--- src/rtl/wash_phase_timer.sv ---
// Phase-duration timer for the washing-machine controller: loads a per-phase
// cycle budget on each timed-phase entry, counts it down and reports expiry.
module wash_phase_timer #(
  parameter int SOAK_CYCLES       = 8,
  parameter int WASH_CYCLES       = 16,
  parameter int RINSE_CYCLES      = 12,
  parameter int SPIN_CYCLES       = 10,
  parameter int MAX_BALANCE_RETRY = 3,
  parameter int CNT_W             = 8
) (
  input  logic             clock,
  input  logic             reset_n,
  input  logic [2:0]       state,
  input  logic             sig_Lid_Closed,
  input  logic             sig_Out_Of_Balance,
  output logic             sig_Time_Out,
  output logic             balance_fault,
  output logic             running,
  output logic [CNT_W-1:0] remaining
);

  localparam int RETRY_W = (MAX_BALANCE_RETRY < 1) ? 1 : $clog2(MAX_BALANCE_RETRY + 1);

  localparam logic [2:0] ST_IDLE  = 3'd0;
  localparam logic [2:0] ST_SOAK  = 3'd1;
  localparam logic [2:0] ST_WASH  = 3'd2;
  localparam logic [2:0] ST_RINSE = 3'd3;
  localparam logic [2:0] ST_SPIN  = 3'd4;

  // Counter holds "cycles left minus one", so a budget of 2^CNT_W still fits.
  localparam logic [CNT_W-1:0] SOAK_LOAD  = CNT_W'(SOAK_CYCLES - 1);
  localparam logic [CNT_W-1:0] WASH_LOAD  = CNT_W'(WASH_CYCLES - 1);
  localparam logic [CNT_W-1:0] RINSE_LOAD = CNT_W'(RINSE_CYCLES - 1);
  localparam logic [CNT_W-1:0] SPIN_LOAD  = CNT_W'(SPIN_CYCLES - 1);
  localparam logic [RETRY_W-1:0] RETRY_MAX = RETRY_W'(MAX_BALANCE_RETRY);

  typedef enum logic [1:0] {
    T_IDLE,
    T_RUN,
    T_HOLD,
    T_DONE
  } tstate_t;

  tstate_t            tstate;
  logic [2:0]         phase_q;
  logic [RETRY_W-1:0] retry_cnt;

  logic               timed;
  logic               phase_change;
  logic [CNT_W-1:0]   phase_load;

  // NOTE: every signal written here gets a default first so no latch is inferred.
  always_comb begin
    timed        = (state >= ST_SOAK) && (state <= ST_SPIN);
    phase_change = (state != phase_q);
    phase_load   = '0;
    case (state)
      ST_SOAK:  phase_load = SOAK_LOAD;
      ST_WASH:  phase_load = WASH_LOAD;
      ST_RINSE: phase_load = RINSE_LOAD;
      ST_SPIN:  phase_load = SPIN_LOAD;
      default:  phase_load = '0;
    endcase
  end

  // NOTE: state and outputs update with non-blocking assignments so every
  // branch below reads the pre-edge values, independent of statement order.
  always_ff @(posedge clock or negedge reset_n) begin
    if (!reset_n) begin
      tstate        <= T_IDLE;
      phase_q       <= ST_IDLE;
      retry_cnt     <= '0;
      sig_Time_Out  <= 1'b0;
      balance_fault <= 1'b0;
      running       <= 1'b0;
      remaining     <= '0;
    end else begin
      phase_q      <= state;
      sig_Time_Out <= 1'b0;

      if (phase_change && timed) begin
        tstate    <= T_RUN;
        running   <= 1'b1;
        remaining <= phase_load;
        if (state != ST_SPIN) retry_cnt <= '0;
      end else if (!timed) begin
        tstate    <= T_IDLE;
        running   <= 1'b0;
        remaining <= '0;
        if (phase_change && state == ST_IDLE) begin
          balance_fault <= 1'b0;
          retry_cnt     <= '0;
        end
      end else if (tstate == T_RUN || tstate == T_HOLD) begin
        if (state == ST_SPIN && sig_Out_Of_Balance) begin
          if (retry_cnt < RETRY_MAX) begin
            tstate    <= T_RUN;
            remaining <= SPIN_LOAD;
            retry_cnt <= retry_cnt + 1'b1;
          end else begin
            tstate        <= T_DONE;
            running       <= 1'b0;
            balance_fault <= 1'b1;
          end
        end else if (!sig_Lid_Closed) begin
          tstate <= T_HOLD;
        end else if (remaining != '0) begin
          // The closing edge itself counts, so each open cycle costs one cycle.
          tstate    <= T_RUN;
          remaining <= remaining - 1'b1;
        end else begin
          tstate       <= T_DONE;
          running      <= 1'b0;
          sig_Time_Out <= 1'b1;
        end
      end
    end
  end

endmodule

--- config.mk ---
export PLATFORM = sky130hd
export DESIGN_NAME = wash_phase_timer
export DESIGN_NICKNAME = d
export VERILOG_FILES = /design/src/rtl/wash_phase_timer.sv
export SDC_FILE = /design/constraint.sdc
export NUM_CORES = 1
export LEC_CHECK = 0
export BUFFER_PORTS_ARGS = -buffer_cell sky130_fd_sc_hd__buf_2
export CORE_AREA = 2 2 47 60
export CTS_CLUSTER_SIZE = 12
export DETAILED_ROUTE_END_ITERATION = 16
export DIE_AREA = 0 0 49 62
export HOLD_SLACK_MARGIN = 0.02
export PLACE_DENSITY = 0.84
export SKIP_CTS_REPAIR_TIMING = 1
export SLEW_MARGIN = 10
export SYNTH_ARGS = -nofsm -noshare
export SYNTH_HDL_FRONTEND = slang
export SYNTH_SLANG_ARGS = --single-unit
--- constraint.sdc ---
create_clock -name clock -period 1.8 [get_ports clock]
set_input_delay 0.27 -clock clock [delete_from_list [all_inputs] [get_ports clock]]
set_output_delay 0.27 -clock clock [all_outputs]
set_load 0.03 [all_outputs]
==> metrics.yaml, run 1 <==
setup_path:
  critPathMaxFanout: 4
  r2r-start: "remaining[4]$_DFFE_PN0P_"
  r2r_setup_slack_ps: -170
  path_buf_inv: 0
  critPathMaxStageDelay_ps: 560
  reg2reg_depth: 5
  cp-end-kind: "register"
  reg2reg_to: "remaining[3]$_DFFE_PN0P_"
  crit_arrival_ps: 2220
  crit_family: "simple AND/OR/NAND/NOR gates"
  endpoint: "remaining[3]$_DFFE_PN0P_"
  critPathLaunch: "remaining[4]$_DFFE_PN0P_"
  crit_path_start_kind: "register"
  crit_chain: "or4_4 -> or3_4 -> nor2b_4 -> a311oi_2 -> o22a_1"
  cp.depth: 5
  required_ps: 2050
  slowest_stage: "or4_4"
  worstSetupPathType: "register to register"
global_routing:
  overflow: 0
  grt_max_degree: 19
  grt_antenna_before_repair: 0
  grtUsageTotal: 0.2181
  grt_pass1_wl_mm: 5.016
  first_global_vias: 1167
floorplan:
  rows: 21
  core_area_um2: 2549
  die_area_um2: 3038
  die_h_um: 62
  ios: 18
  initial_core_util: 0.4698
  die_w_um: 49
finish:
  fillers: 209
  diodes: 0
  final_nets: 186
  instances_no_fill: 209
  synthToLayoutAreaGrowth_pct: 37.62
  drive_gt1_frac: 0.4286
  multi_input_area_um2: 799.5
  fin_area_um2: 1648
  seq_area_um2: 456.7
  post-route-util: 0.6465
timing:
  max_slew.worst_pin.slew_ps: 426.2
  clock_skew_ps: 7.814
  worst_slack_ps: -171.6
  slew_headroom: 0.7149
  rsz0062_at_grt: "true"
  finalHoldViolCount: 0
  tns_ps: -1194
  fmax_ghz: 0.5072
  period_needed_ps: 1972
  drv_slew: 0
  setup_viol: 10
  hold_ws_ps: 143.8
  period_share: 1.095
place:
  postPlaceCellArea_um2: 1510
  routabilityCongestion: 0.8773
  hpwl_mm: 2.362
  portBuffers: 17
  dp.cells: 202
  dp_slack_ps: -207.2
power_and_ir_drop:
  power_frac_clock: 0.235
  ir_worst_vdd_mv: 0.3386
  p_int_mw: 0.7169
  p_sw_mw: 0.3687
  swShare: 0.3396
  pwr-share-seq: 0.411
  finalPower_mw: 1.086
  p_per_area_nw_per_um2: 658.8
  combPwrFrac: 0.353
  p_leak_nw: 0.7505
clocking:
  htree_levels: 1
  numCtsBuffers: 3
  tritoncts: "yes"
  root_buffer: "clkbuf_4"
  path_clk_slew_ps: 110
  cts.sinks: 18
  clock_latency_ps: 300
  clk_path_buf_depth: 2
logic_synthesis:
  ys_seq_area_frac: 0.3762
  synthesis.nets: 141
  synthCells: 131
  ys_warn_count: 0
  synth-seq-cells: 18
  synth_edf_count: 0
  synth.most_common_cell: "dfrtp_1"
  syn_area_per_cell_um2: 9.140
  synth.top_cell.area_share: 0.3762
  syn_area_um2: 1197
  yosys_most_used_dff: "dfrtp_1"
  yosys.area.top_type: "dfrtp_1"
  synthTopCellsByCount: "dfrtp_1, a21oi_1, nor2_1"
  synth_area_leaders: "dfrtp_1, a21oi_1, xor2_1"
  async_flop_share: 1.000
  synthDistinctLibCells: 50
status:
  status: "finished with violations"
  violations: "setup timing"
route:
  vias_per_cell: 6.029
  drc: 0
  vias: 1260
  wirelength_mm: 3.312
  drt_iter0_drc: 63
  drt-pass1-iter-count: 4
  ant_nets: 0
  wl_per_cell_um: 15.85
min_path:
  worstHoldPathType: "primary input to register"
  hp-start: "state[0]"
flow_run:
  maxCapViolations: 0
-- power groups by stage --
stage / clock network, mW / logic [mW] / registers (mW)
detailed placement: 0 / 0.336 / 0.453
global placement: 0 / 0.328 / 0.451
CTS: 0.257 / 0.339 / 0.445
floorplan: 0 / 0.171 / 0.486
global route: 0.280 / 0.415 / 0.448
finish: 0.256 / 0.384 / 0.446
-- final cells by class --
cell class              instances  share of cell area
clock buffers                   4             0.02202
inverters                       3            0.006834
multi-input cells             105              0.4852
flip-flops and latches         18              0.2771
well taps                      34             0.02582
repair buffers                 45              0.1830
-- worst reg2reg max path, delay by kind of cell (launching register included) --
kind,cells,cell delay (ps)
and+or+nand+nor,3,1090
DFF,1,430
AOI/OAI and AO/OA,2,390
-- worst min path at each step --
stage | cells past startpoint | endpoint | slack, ps
after floorplan | 0 | balance_fault$_DFFE_PN0P_ | -30
after global placement | 1 | remaining[2]$_DFFE_PN0P_ | 230
after detailed placement | 1 | phase_q[1]$_DFF_PN0_ | 220
after CTS | 1 | phase_q[1]$_DFF_PN0_ | -100
after global routing | 1 | phase_q[0]$_DFF_PN0_ | 120
final | 1 | phase_q[0]$_DFF_PN0_ | 140
-- state kept, by name (all words and copies together), names as in the netlist --
register and flops:
balance_fault 1, phase_q 3, remaining 8, retry_cnt 2
running 1, sig_Time_Out 1, tstate 2
-- cell families (layout without fill, tap and decap cells) --
kind of cell    Yosys count  after routing  share of synthesized area
mux                       1              1                   0.008360
xor+xnor                  7              7                    0.05120
flops                    18             18                     0.3762
fa+ha+maj                 3              3                    0.03135
buf+inv                   8             52                    0.02821
simple gates             49             49                     0.2466
compound gates           45             45                     0.2581
-- placed cells by master (no fill, tap or decap), types with 2 or more instances in the layout --
cell / netlist / final
inv_1: 3 / 3
buf_2: 3 / 17
nand3_1: 2 / 2
o211ai_1: 2 / 2
a21oi_1: 13 / 12
nor2_1: 11 / 10
clkbuf_4: 0 / 3
o21ai_1: 0 / 3
a31oi_1: 2 / 2
nand2_2: 0 / 3
nand2_1: 9 / 6
a21oi_2: 1 / 2
xnor2_1: 2 / 2
a32oi_1: 2 / 2
nor3_1: 8 / 8
or4_4: 1 / 2
dfrtp_1: 18 / 13
xor2_1: 5 / 5
dfrtp_2: 0 / 5
a211o_1: 2 / 2
buf_4: 0 / 26
o21ai_0: 7 / 3
ha_1: 3 / 3
-- metal layers --
layer | vias to the layer above | track usage | part of all wire
li1 | 587 | - | -
met1 | 622 | 0.2274 | 0.40
met2 | 36 | 0.4188 | 0.54
met3 | 15 | 0.04067 | 0.028
met4 | 0 | 0.1306 | 0.034
met5 | - | 0 | 0
Note: power is estimated with default switching activity, not from simulation.
==> inputs of run 2 (changes only) <==
ABC_AREA = 1   (was unset)
CORE_AREA = 2 2 46 59   (was 2 2 47 60)
DIE_AREA = 0 0 48 61   (was 0 0 49 62)
PLACE_DENSITY = 0.83   (was 0.84)
clock period = 2.3 ns   (was 1.8 ns; I/O delays follow)
==> run 2 against run 1 <==
The flow now finishes without violations. Core utilization decreased by 8.8 points. Clock skew decreased by 6.0 ps. Final cell count increased by 1.9%. Power decreased by 33%. Worst hold slack improved by 81 ps. Worst setup slack improved by 910 ps. Critical endpoint is now remaining[7]$_DFFE_PN0P_.
==> metrics.yaml, run 2 <==
logic_synthesis:
  synthCells: 159
  yosys_most_used_dff: "dfrtp_1"
  async_flop_share: 1.000
  ys_seq_area_frac: 0.3850
  synth.most_common_cell: "nand2_1"
  synth_area_leaders: "dfrtp_1, nand2_1, nand3_1"
  syn_area_per_cell_um2: 7.358
  synthesis.nets: 169
  ys_warn_count: 0
  syn_area_um2: 1170
  synth.top_cell.area_share: 0.3850
  synth-seq-cells: 18
  yosys.area.top_type: "dfrtp_1"
  synth_edf_count: 0
  synthTopCellsByCount: "nand2_1, dfrtp_1, inv_1"
  synthDistinctLibCells: 27
route:
  drc: 0
  vias_per_cell: 5.028
  drt_iter0_drc: 64
  ant_nets: 0
  wirelength_mm: 2.486
  drt-pass1-iter-count: 4
  wl_per_cell_um: 11.67
  vias: 1071
setup_path:
  crit_path_start_kind: "register"
  path_buf_inv: 1
  reg2reg_to: "remaining[7]$_DFFE_PN0P_"
  critPathMaxStageDelay_ps: 420
  crit_chain: "inv_1 -> ha_1 -> nand3_1 -> nor2_1 -> nand2_1 -> nand2_4 -> nor2_4 -> nor2_4 -> nand2_1 -> nand2_1"
  r2r_setup_slack_ps: 740
  critPathMaxFanout: 7
  crit_arrival_ps: 1800
  cp-end-kind: "register"
  reg2reg_depth: 10
  cpMostUsedCell: "nand2_1"
  r2r-start: "remaining[0]$_DFFE_PN0P_"
  worstSetupPathType: "register to register"
  slowest_stage: "dfrtp_1"
  crit_family: "simple AND/OR/NAND/NOR gates"
  required_ps: 2540
global_routing:
  overflow: 0
  grt_antenna_before_repair: 0
  met2_usage: 0.3543
  met1_usage: 0.2463
  grtUsageTotal: 0.2088
  use_met3: 0.03274
  busiest_layer: "met2"
  grt_pass1_wl_mm: 4.416
  grt_max_degree: 19
  first_global_vias: 1061
min_path:
  worstHoldPathType: "primary input to register"
  hp-start: "state[0]"
  min_to: "phase_q[0]$_DFF_PN0_"
  min_delay_path_depth: 1
timing:
  finalHoldViolCount: 0
  period_share: 0.6801
  setup_viol: 0
  worst_slack_ps: 735.7
  rsz0062_at_grt: "false"
  clock_skew_ps: 1.802
  slew_headroom: 0.7327
  max_slew.worst_pin.slew_ps: 400.9
  fmax_ghz: 0.6392
  tns_ps: 0
  period_needed_ps: 1564
  drv_slew: 0
floorplan:
  ios: 18
  rows: 20
  die_area_um2: 2928
  initial_core_util: 0.4921
  core_area_um2: 2377
  die_w_um: 48
  die_h_um: 61
clocking:
  htree_levels: 1
  clk_path_buf_depth: 2
  numCtsBuffers: 3
  root_buffer: "clkbuf_4"
  tritoncts: "yes"
  path_clk_slew_ps: 100
  cts.sinks: 18
  clock_latency_ps: 290
finish:
  reg_top3: "remaining x8, phase_q x3"
  layout_commonest_cell: "nand2_1"
  largest_reg_flops: 8
  final_cell_mix: "nand2_1, dfrtp_1, inv_1, buf_2"
  final_nets: 192
  post-route-util: 0.5589
  fin_area_um2: 1329
  largest-register: "remaining"
  synthToLayoutAreaGrowth_pct: 13.58
  drive_gt1_frac: 0.2000
  diodes: 0
  instances_no_fill: 213
power_and_ir_drop:
  ir_worst_vdd_mv: 0.3292
  p_leak_nw: 0.7600
  p_per_area_nw_per_um2: 548.2
place:
  hpwl_mm: 1.925
  dp_slack_ps: 735.5
  postPlaceCellArea_um2: 1296
  portBuffers: 17
  routabilityCongestion: 0.8362
  dp.cells: 209
flow_run:
  maxCapViolations: 0
status:
  status: "completed"
-- run 2: worst reg2reg max path, cell delays in order, from the launching register on --
cell	delay, ps
dfrtp_1	420
inv_1	140
ha_1	170
nand3_1	70
nor2_1	100
nand2_1	120
nand2_4	110
nor2_4	50
nor2_4	160
nand2_1	90
nand2_1	80
-- run 2: worst max-delay path by stage --
stage                             start                        to  slack [ps]  cells past startpoint
2_1_floorplan  remaining[0]$_DFFE_PN0P_  remaining[2]$_DFFE_PN0P_         760                     10
3_3_place_gp                   state[1]  remaining[1]$_DFFE_PN0P_         750                     10
3_5_place_dp                   state[1]  remaining[7]$_DFFE_PN0P_         740                     10
4_1_cts        remaining[0]$_DFFE_PN0P_  remaining[7]$_DFFE_PN0P_         760                     10
5_1_grt        remaining[0]$_DFFE_PN0P_  remaining[0]$_DFFE_PN0P_         580                      9
6_report       remaining[0]$_DFFE_PN0P_  remaining[7]$_DFFE_PN0P_         740                     10
-- run 2: cells by family (layout without fill, tap and decap cells) --
| logic type | Yosys count | in the layout | share of synthesized area |
|---|---|---|---|
| DFF | 18 | 18 | 0.3850 |
| xor gates and xnor gates | 5 | 5 | 0.04386 |
| AOI/OAI and AO/OA | 7 | 7 | 0.03208 |
| adders and majority gates | 3 | 3 | 0.03209 |
| and+or+nand+nor | 105 | 105 | 0.4364 |
| buffers and inverters | 21 | 42 | 0.07059 |
-- run 2: layer usage --
metal  wire length (µm)  part of all wire
met5                  0                 0
met4                 26             0.010
met3                 91             0.037
met2               1333              0.54
met1               1036              0.42
-- run 2: area by class of cell --
type,count,area (µm²)
clock buffers,3,22.52
flip-flops and latches,18,450.4
repair buffers,18,95.09
inverters,21,82.58
fillers,229,1049
well taps,33,41.29
multi-input cells,120,636.9
-- run 2: report_power, final --
| group | internal (mW) | switching [mW] |
|---|---|---|
| combinational | 0.0688 | 0.149 |
| sequential | 0.335 | 0.0180 |
| clock | 0.0610 | 0.0969 |
-- run 2: per-stage QoR --
step,hold WS (ps),power [mW]
3_5_place_dp,296.8,0.5723
5_1_grt,214.2,0.7789
6_report,224.4,0.7285
2_1_floorplan,49.41,0.5133
4_1_cts,-29.13,0.7309
3_3_place_gp,295.0,0.5667
==> inputs of run 3 (changes only) <==
CORE_AREA = 2 2 47 60   (was 2 2 46 59)
DIE_AREA = 0 0 49 62   (was 0 0 48 61)
clock period = 1.34 ns   (was 2.3 ns; I/O delays follow)
==> run 3 against run 2 <==
The run now ends with setup timing left. Clock-buffer cell count up 1. Clock power is 110% higher. Routed wire length grew 15%.
==> metrics.yaml, run 3 (synthesis results as in run 2) <==
flow_run:
  maxCapViolations: 0
timing:
  worst_slack_ps: -120.3
  fmax_ghz: 0.6848
  clock_skew_ps: 5.997
  period_share: 1.090
  slew_headroom: 0.7264
  rsz0062_at_grt: "true"
  drv_slew: 0
  max_slew.worst_pin.slew_ps: 410.3
  period_needed_ps: 1460
  setup_viol: 9
  tns_ps: -837.9
  finalHoldViolCount: 0
route:
  wl_per_cell_um: 11.85
  drt_iter0_drc: 32
  drt-pass1-iter-count: 4
  drc: 0
  vias: 1201
  ant_nets: 0
  vias_per_cell: 4.983
  wirelength_mm: 2.855
global_routing:
  grt_pass1_wl_mm: 4.429
  grtUsageTotal: 0.1909
  grt_antenna_before_repair: 0
  first_global_vias: 1058
  overflow: 0
  grt_max_degree: 19
min_path:
  worstHoldPathType: "primary input to register"
power_and_ir_drop:
  combPwrFrac: 0.363
  swShare: 0.3470
  finalPower_mw: 1.464
  power_frac_clock: 0.228
  p_leak_nw: 0.9058
  ir_worst_vdd_mv: 0.7253
  p_per_area_nw_per_um2: 906.3
  pwr-share-seq: 0.408
  p_int_mw: 0.9559
  p_sw_mw: 0.5081
place:
  portBuffers: 17
  postPlaceCellArea_um2: 1465
  routabilityCongestion: 0.8298
  dp.cells: 232
  hpwl_mm: 2.029
clocking:
  root_buffer: "clkbuf_4"
  htree_levels: 1
  clock_latency_ps: 300
  numCtsBuffers: 3
  cts.sinks: 18
  tritoncts: "yes"
  path_clk_slew_ps: 100
  clk_path_buf_depth: 2
finish:
  largest_reg_flops: 8
  fin_area_um2: 1615
  reg_top3: "remaining x8, phase_q x3"
  layout_commonest_cell: "nand2_1"
  final_cell_mix: "nand2_1, buf_4, buf_2"
  instances_no_fill: 241
  largest-register: "remaining"
  synthToLayoutAreaGrowth_pct: 38.07
  diodes: 0
  final_nets: 218
  drive_gt1_frac: 0.4010
setup_path:
  critPathMaxFanout: 7
  r2r_setup_slack_ps: -120
  cp-end-kind: "register"
  required_ps: 1580
  worstSetupPathType: "register to register"
  crit_path_start_kind: "register"
  crit_arrival_ps: 1700
floorplan:
  die_h_um: 62
  rows: 21
  initial_core_util: 0.4590
  core_area_um2: 2549
  die_w_um: 49
  die_area_um2: 3038
  ios: 18
status:
  status: "finished with violations"
  violations: "setup timing"
[run 3: power by group through the flow]
stage / Clock [mW] / Combinational (mW) / Sequential [mW]
floorplan: 0 / 0.223 / 0.663
CTS: 0.341 / 0.461 / 0.596
detailed placement: 0 / 0.459 / 0.607
finish: 0.334 / 0.532 / 0.598
global placement: 0 / 0.455 / 0.604
global route: 0.374 / 0.582 / 0.600
[run 3: path summary, 6_finish.rpt]
| kind | startpoint | to | cells past startpoint |
|---|---|---|---|
| worst max-delay path | remaining[1]$_DFFE_PN0P_ | remaining[1]$_DFFE_PN0P_ | 10 |
| worst min-delay path | state[0] | phase_q[0]$_DFF_PN0_ | 1 |
| worst max register to register | remaining[1]$_DFFE_PN0P_ | remaining[1]$_DFFE_PN0P_ | 10 |
| worst min register to register | retry_cnt[1]$_DFFE_PN0P_ | retry_cnt[1]$_DFFE_PN0P_ | 2 |
| max in group asynchronous | reset_n | remaining[1]$_DFFE_PN0P_ | 2 |
| min in group asynchronous | reset_n | tstate[0]$_DFFE_PN0P_ | 2 |
[run 3: layer usage]
metal,routed length [µm],track usage,vias up,share of wire
met5,0,0,-,0
met4,42,0.06122,0,0.015
met3,71,0.02153,7,0.025
met2,1505,0.3718,22,0.53
met1,1236,0.2237,571,0.43
li1,-,-,601,-
[run 3: area by class of cell]
| cell class | instances | area [µm²] |
|---|---|---|
| clock buffer | 4 | 36.28 |
| fill | 227 | 933.4 |
| inverter | 21 | 82.58 |
| multi-input combinational | 120 | 710.7 |
| sequential | 18 | 452.9 |
| tap | 34 | 42.54 |
| timing repair buffer | 44 | 290.3 |
[run 3: metrics by stage]
stage	hold slack, ps	setup WS, ps	util
6_report	79.84	-120.3	0.6338
5_1_grt	68.43	-196.0	0.6338
4_1_cts	-171.2	-119.3	0.5891
3_5_place_dp	154.4	-94.95	0.5749
3_3_place_gp	154.4	-34.55	0.5749
2_1_floorplan	-94.59	-79.15	-
[run 3: critical path: stages (launching register included)]
cell     delay [ps]
dfrtp_2         430
inv_2            90
ha_4            140
nand3_2          70
nor2_2           90
nand2_2          90
nand2_4         100
nor2_4           50
nor2_4          190
nand2_1          80
nand2_1          70
